### src/rtl/esc_link_sequencer.sv
// ESC motor-line sequencer: hands the motor pins between the DSHOT engine and the UART
// passthrough bridge, with idle-high guard periods. Define PASSTHRU_TIMEOUT_EN for RX-inactivity exit.
module esc_link_sequencer #(
    parameter logic [15:0] GUARD_CYCLES        = 16'd7200,
    parameter logic [31:0] IDLE_TIMEOUT_CYCLES = 32'd360_000_000
) (
    input  logic       i_sys_clk,
    input  logic       i_rst,
    input  logic       i_mux_sel,
    input  logic       i_dshot_busy,
    input  logic       i_usb_uart_rx,
    output logic       o_dshot_en,
    output logic [1:0] o_route,
    output logic       o_bridge_en,
    output logic [2:0] o_state,
    output logic       o_timeout,
    output logic       o_auto_exit
);

    typedef enum logic [2:0] {
        S_DSHOT     = 3'd0,
        S_DRAIN     = 3'd1,
        S_GUARD_IN  = 3'd2,
        S_PASSTHRU  = 3'd3,
        S_GUARD_OUT = 3'd4
    } state_t;

    state_t      state, state_next;
    logic [15:0] guard_cnt;
    logic        guard_done;
    logic        timeout_hit;
    logic        auto_exit;

    assign guard_done = (guard_cnt == GUARD_CYCLES - 16'd1);

`ifdef PASSTHRU_TIMEOUT_EN
    logic [2:0]  rx_sync;
    logic [31:0] idle_cnt;
    logic        rx_fall;
    logic        timeout_evt;
    logic        timeout_q;
    logic        auto_exit_q;

    // rx_sync[1] is the synchronized line; rx_sync[2] is its previous value for edge detect
    assign rx_fall     = rx_sync[2] & ~rx_sync[1];
    assign timeout_hit = (state == S_PASSTHRU) && (idle_cnt == IDLE_TIMEOUT_CYCLES - 32'd1);
    // a mux request in the same cycle wins, so no timeout is reported then
    assign timeout_evt = timeout_hit && !i_mux_sel;

    always_ff @(posedge i_sys_clk or posedge i_rst) begin
        if (i_rst) begin
            rx_sync     <= 3'b111;
            idle_cnt    <= 32'd0;
            timeout_q   <= 1'b0;
            auto_exit_q <= 1'b0;
        end else begin
            rx_sync   <= {rx_sync[1:0], i_usb_uart_rx};
            timeout_q <= timeout_evt;
            if (state != S_PASSTHRU || rx_fall)
                idle_cnt <= 32'd0;
            else
                idle_cnt <= idle_cnt + 32'd1;
            if (i_mux_sel)
                auto_exit_q <= 1'b0;
            else if (timeout_evt)
                auto_exit_q <= 1'b1;
        end
    end

    assign auto_exit   = auto_exit_q;
    assign o_timeout   = timeout_q;
    assign o_auto_exit = auto_exit_q;
`else
    logic unused_rx;
    assign unused_rx   = i_usb_uart_rx;
    assign timeout_hit = 1'b0;
    assign auto_exit   = 1'b0;
    assign o_timeout   = 1'b0;
    assign o_auto_exit = 1'b0;
`endif

    always_ff @(posedge i_sys_clk or posedge i_rst) begin
        if (i_rst) begin
            state     <= S_DSHOT;
            guard_cnt <= 16'd0;
        end else begin
            state <= state_next;
            // any state change (including GUARD_IN->GUARD_OUT) restarts the guard count
            if (state_next != state)
                guard_cnt <= 16'd0;
            else if (state == S_GUARD_IN || state == S_GUARD_OUT)
                guard_cnt <= guard_cnt + 16'd1;
        end
    end

    always_comb begin
        state_next = state;
        case (state)
            S_DSHOT:
                if (!i_mux_sel && !auto_exit) state_next = S_DRAIN;
            S_DRAIN:
                if (i_mux_sel)          state_next = S_DSHOT;
                else if (!i_dshot_busy) state_next = S_GUARD_IN;
            S_GUARD_IN:
                if (i_mux_sel)       state_next = S_GUARD_OUT;
                else if (guard_done) state_next = S_PASSTHRU;
            S_PASSTHRU:
                if (i_mux_sel || timeout_hit) state_next = S_GUARD_OUT;
            S_GUARD_OUT:
                if (guard_done) state_next = S_DSHOT;
            default:
                state_next = S_DSHOT;
        endcase
    end

    always_comb begin
        o_dshot_en  = 1'b0;
        o_route     = 2'b00;
        o_bridge_en = 1'b0;
        case (state)
            S_DSHOT: begin
                o_dshot_en = 1'b1;
                o_route    = 2'b01;
            end
            S_DRAIN:    o_route = 2'b01;
            S_PASSTHRU: begin
                o_route     = 2'b10;
                o_bridge_en = 1'b1;
            end
            default:    o_route = 2'b00;
        endcase
    end

    assign o_state = state;

endmodule

### config.mk
export PLATFORM = sky130hd
export DESIGN_NAME = esc_link_sequencer
export DESIGN_NICKNAME = d
export VERILOG_FILES = /design/src/rtl/esc_link_sequencer.sv
export SDC_FILE = /design/constraint.sdc
export NUM_CORES = 1
export LEC_CHECK = 0
export BUFFER_PORTS_ARGS = -buffer_cell sky130_fd_sc_hd__buf_4
export CORE_AREA = 2 2 50 64
export CTS_BUF_LIST = sky130_fd_sc_hd__clkbuf_8
export CTS_CLUSTER_SIZE = 8
export DETAILED_ROUTE_END_ITERATION = 10
export DIE_AREA = 0 0 52 66
export HOLD_SLACK_MARGIN = 0.08
export PLACE_DENSITY = 0.59
export SLEW_MARGIN = 20
export SYNTH_ARGS = -nofsm -noshare
export SYNTH_HDL_FRONTEND = slang
export SYNTH_SLANG_ARGS = --single-unit
### constraint.sdc
create_clock -name i_sys_clk -period 2.4 [get_ports i_sys_clk]
set_input_delay 0 -clock i_sys_clk [delete_from_list [all_inputs] [get_ports i_sys_clk]]
set_output_delay 0 -clock i_sys_clk [all_outputs]
set_load 0.02 [all_outputs]
Word level (Yosys, flattened, before mapping)
Index checks and enable logic that the tools add are counted.
{ "op_classes": {"addsub": 1, "n_mul": 0, "div": 0, "order_cmp": 0, "eq_ne": 6, "shifts": 0, "n_mux": 13, "n_bitwise": 0, "n_reduce_logical": 4} }
{ "op_table": {"columns": ["cell", "count"], "rows": [
  ["16-bit 2-to-1 mux", 2],
  ["3-bit 2-to-1 mux", 7],
  ["16-bit by 1-bit adder with 16-bit output (second input constant)", 1],
  ["16-bit by 13-bit == test with 1-bit output (second input constant)", 1],
  ["3-bit case mux with 5 select lines", 1],
  ["3-bit by 2-bit == test with 1-bit output (second input constant)", 2],
  ["2-bit case mux with 2 select lines", 1],
  ["3-bit by 1-bit == test with 1-bit output (second input constant)", 1],
  ["3-bit == test (second input constant)", 1],
  ["3-bit zero test", 1],
  ["3-bit inequality test", 1],
  ["1-bit 2-to-1 mux", 2],
  ["2-bit nonzero test", 1],
  ["2-bit OR reduction", 1],
  ["1-bit logical OR", 1]
]} }
{ "totals": {"reg_bits": 19, "latch_bits": 0, "ram_bits": 0, "mem_bits_ro": 0, "input_bits": 5, "out_inout_bits": 9, "word_cells": 26, "mem_count": 0} }

Depth between registers and ports, before layout
{ "logic_depth": {"ltp_word": 6, "depth_mapped": 6, "mapped_depth_nobuf": 5} }

Worst setup path before layout
No wires, ideal clock.
{ "synth_path": {"kind": "register -> register", "start": "reg state[2], in the netlist o_state[2]", "end": "reg guard_cnt[12]", "setup_time_ns": 0.077, "t_arrival_ns": 1.743, "required_time_ns": 2.323, "setup_slack_ns": 0.580, "stages_incl_launch_ff": 6, "n_path_buf": 1, "period_less_slack_ns": 1.820, "path_cell_list": "dfrtp_1 > buf_4 > xnor2_1 > or4_4 > or3_1 > a21oi_1"} }
{ "synth_via": {"elab_chain_len": 5, "elab_cells_between_ends": 17, "cone_classes": "eq/ne: 5; mux: 9; reduce/logical: 3"} }
{ "synth_rtl": {"columns": ["element", "line_no", "source"], "rows": [
  ["start: declaration", "28", "state_t state, state_next;"],
  ["start signal: assignment", "87", "state <= state_next;"],
  ["3-bit 2-to-1 mux, on equally long branches", "106, 103", null],
  ["3-bit 2-to-1 mux, on equally long branches", "105, 102", null],
  ["3-bit case mux with 5 select lines", "98", "case (state)"],
  ["3-bit inequality test", "89", "if (state_next != state)"],
  ["16-bit 2-to-1 mux or 2-bit nonzero test (tied branches)", null, null],
  ["end signal: assignment", "92", "guard_cnt <= guard_cnt + 16'd1;"],
  ["end: declaration", "29", "logic [15:0] guard_cnt;"]
]} }
Parallel ways exist; a longest one is shown, timed or not.
A chain may end at the register's enable or synchronous reset.

Worst setup path after layout
{ "layout_path": {"start": "reg state[1], in the netlist o_state[1]", "end": "reg guard_cnt[14]"} }
Same word-level chain as after synthesis.

==> impl_metrics.csv <==
group,metric,value,unit
outcome,status,"finished clean",
drt,ant_nets,0,
worst_setup_path,start_kind,"register",
layout,drive_gt1_frac,0.136,
hold_path,hold_class,"in -> async",
worst_setup_path,cp.required,2.58,ns
layout,syn_to_final_growth,14.5,%
drt,drt_first_pass_iters,4,
layout,final_nets,139,
power,cellPowerDensity,448,mW/mm2
clocking,clockRootBuffer,"clkbuf_8",
die,fp.dieW,52,um
clocking,clock_path_buffers,2,
die,boundaryPins,14,
power,ir_worst_vdd,0.317,mV
layout,antenna_cells,0,
timing,whs,0.433,ns
timing,setup_violations,0,
grt,antenna_found_initial,0,
timing,clock_skew,0.00373,ns
die,die_area,0.00343,mm2
timing,period_needed,2.04,ns
placement,gp_congestion,0.770,
synth,netlist_instances,121,
timing,max_slew_margin,0.504,
synth,yosysTopAreaCellShare,0.437,
die,core_area,0.00284,mm2
timing,tns,0,ns
drt,drt-vias-per-instance,5.23,
grt,grt_first_pass_wirelength,3770,um
die,num_rows,22,
timing,worst_pin_slew,0.743,ns
worst_setup_path,worst_setup_path_end_kind,"register",
die,start_util,0.383,
synth,synth_seq_cells,19,
synth,synth.cell_area,0.00109,mm2
drt,drc_errors,0,
timing,rsz0062_at_grt,"false",
clocking,numCtsBuffers,3,
power,finalPower,0.558,mW
synth,yosys.area.top_type,"dfrtp_1",
synth,postSynthAreaPerCell,8.99,um2
placement,dp_hpwl,1480,um
synth,seq_area_frac_synth,0.437,
placement,port_buffers,10,
synth,ys.warnings.count,0,
clocking,cts.htree.levels,1,
drt,wirelength,2120,um
timing,min_period_over_period,0.850,
die,die_h,66,um
drt,avgRoutedWirePerCell,12.6,um
placement,placed_cell_area,0.00117,mm2
clocking,cts_tree,"done",
synth,yosysUniqueCellTypes,30,
grt,grt_usage,0.145,
layout,fin_util,0.439,
timing,hold_violations,0,
worst_setup_path,arrival,2.22,ns
layout,design_area,0.00124,mm2
timing,max_freq,0.490,GHz
worst_setup_path,crit_fanout,13,
timing,fin_ws,0.359,ns
drt,num_vias,878,
clocking,path_clk_slew,0.07,ns
grt,grt_max_degree,20,
power,p_leak,0.521,nW
worst_setup_path,r2r_slack,0.36,ns
worst_setup_path,critPathKind,"reg -> reg",
timing,drv_slew,0,
layout,mostFrequentLayoutCells,"dfrtp_1 (19), nor2_1 (16), xnor2_1 (11), buf_4 (11), nand2_1 (9)",
grt,grt_pass1_vias,852,
flow_run,cap_violations,0,
layout,fin_cells,168,
layout,final_common_cell,"dfrtp_1",
layout,fillers,274,
clocking,worstSkewPairLatency,0.25,ns
grt,globalRouteOverflowTotal,0,
clocking,clock-sinks,19,
drt,drt_first_iter_violations,17,
synth,synthTopCellsByArea,"dfrtp_1 (44%), xnor2_1 (8.9%), nor2_1 (5.5%)",
placement,dpl.cell_count,161,
placement,place_ws,0.386,ns
area by class of cell:
cell class                      count  area [um2]  area share
Clock buffer                        3        41.3      0.0332
Clock inverter                      1        3.75     0.00302
Inverter                            4        15.0      0.0121
Multi-Input combinational cell     91         552       0.443
Sequential cell                    19         475       0.382
Tap cell                           36        45.0      0.0362
Timing Repair Buffer               14         113      0.0905
layer usage:
| metal | routed length, um | global-route usage | part of all wire |
|---|---|---|---|
| met5 | 0 | 0 | 0 |
| met3 | 33 | 0.0204 | 0.016 |
| met4 | 19 | 0.0592 | 0.0089 |
| met2 | 1110 | 0.256 | 0.52 |
| met1 | 961 | 0.171 | 0.45 |
final timing paths:
path                                      startpoint                        end  depth (start not counted)
min in group i_sys_clk                     i_mux_sel       o_state[1]$_DFF_PP0_                          3
min reg2reg                guard_cnt[15]$_DFFE_PP0P_  guard_cnt[15]$_DFFE_PP0P_                          2
max                             o_state[1]$_DFF_PP0_  guard_cnt[14]$_DFFE_PP0P_                          4
max reg2reg                     o_state[1]$_DFF_PP0_  guard_cnt[14]$_DFFE_PP0P_                          4
min                                            i_rst       o_state[1]$_DFF_PP0_                          3
max in group asynchronous                      i_rst   guard_cnt[4]$_DFFE_PP0P_                          3
sequential cells by signal, indices dropped and copies added (netlist names):
name       cells
o_state        3
guard_cnt     16
where the power goes:
group	internal (mW)	switching, mW	leakage, nW	total (mW)
logic	0.00768	0.0124	0.248	0.0201
registers	0.320	0	0.246	0.320
clock network	0.114	0.104	0.0269	0.218
worst max-delay path, stage by stage, from the launching register on:
cell and delay, ns:
dfrtp_1 0.58, xnor2_1 0.30, or4_4 0.62, or3_1 0.33, a21oi_1 0.15
what timing repair did:
item,in CTS,in global routing
setup buffers,0,0
gates resized for setup,0,0
endpoints found under the hold margin,22,0
hold buffers,3,0
kinds of logic after synthesis:
group / synth area share
adder cells (fa/ha/maj): 0.0115
AO/OA/AOI/OAI: 0.109
XOR/XNOR: 0.0886
flip-flops: 0.437
buffers and inverters: 0.0587
AND/OR/NAND/NOR: 0.291
other: 0.00345
cells in the mapped netlist, drive strengths merged:
cell type	number
dfrtp	19
nor2	16
xnor2	11
nand2	9
a21oi	7
o21ai	6
buf	5
nand3	5
or3	5
inv	4
nor3	4
nor4	4
or4	4
clkbuf	3
nand2b	3
nand4	3
nor4b	2
a22oi	1
a2bb2oi	1
and3	1
conb	1
ha	1
nand4b	1
nor3b	1
o22a	1
o22ai	1
o311a	1
o41a	1
Power figures use the tool's default switching activity.
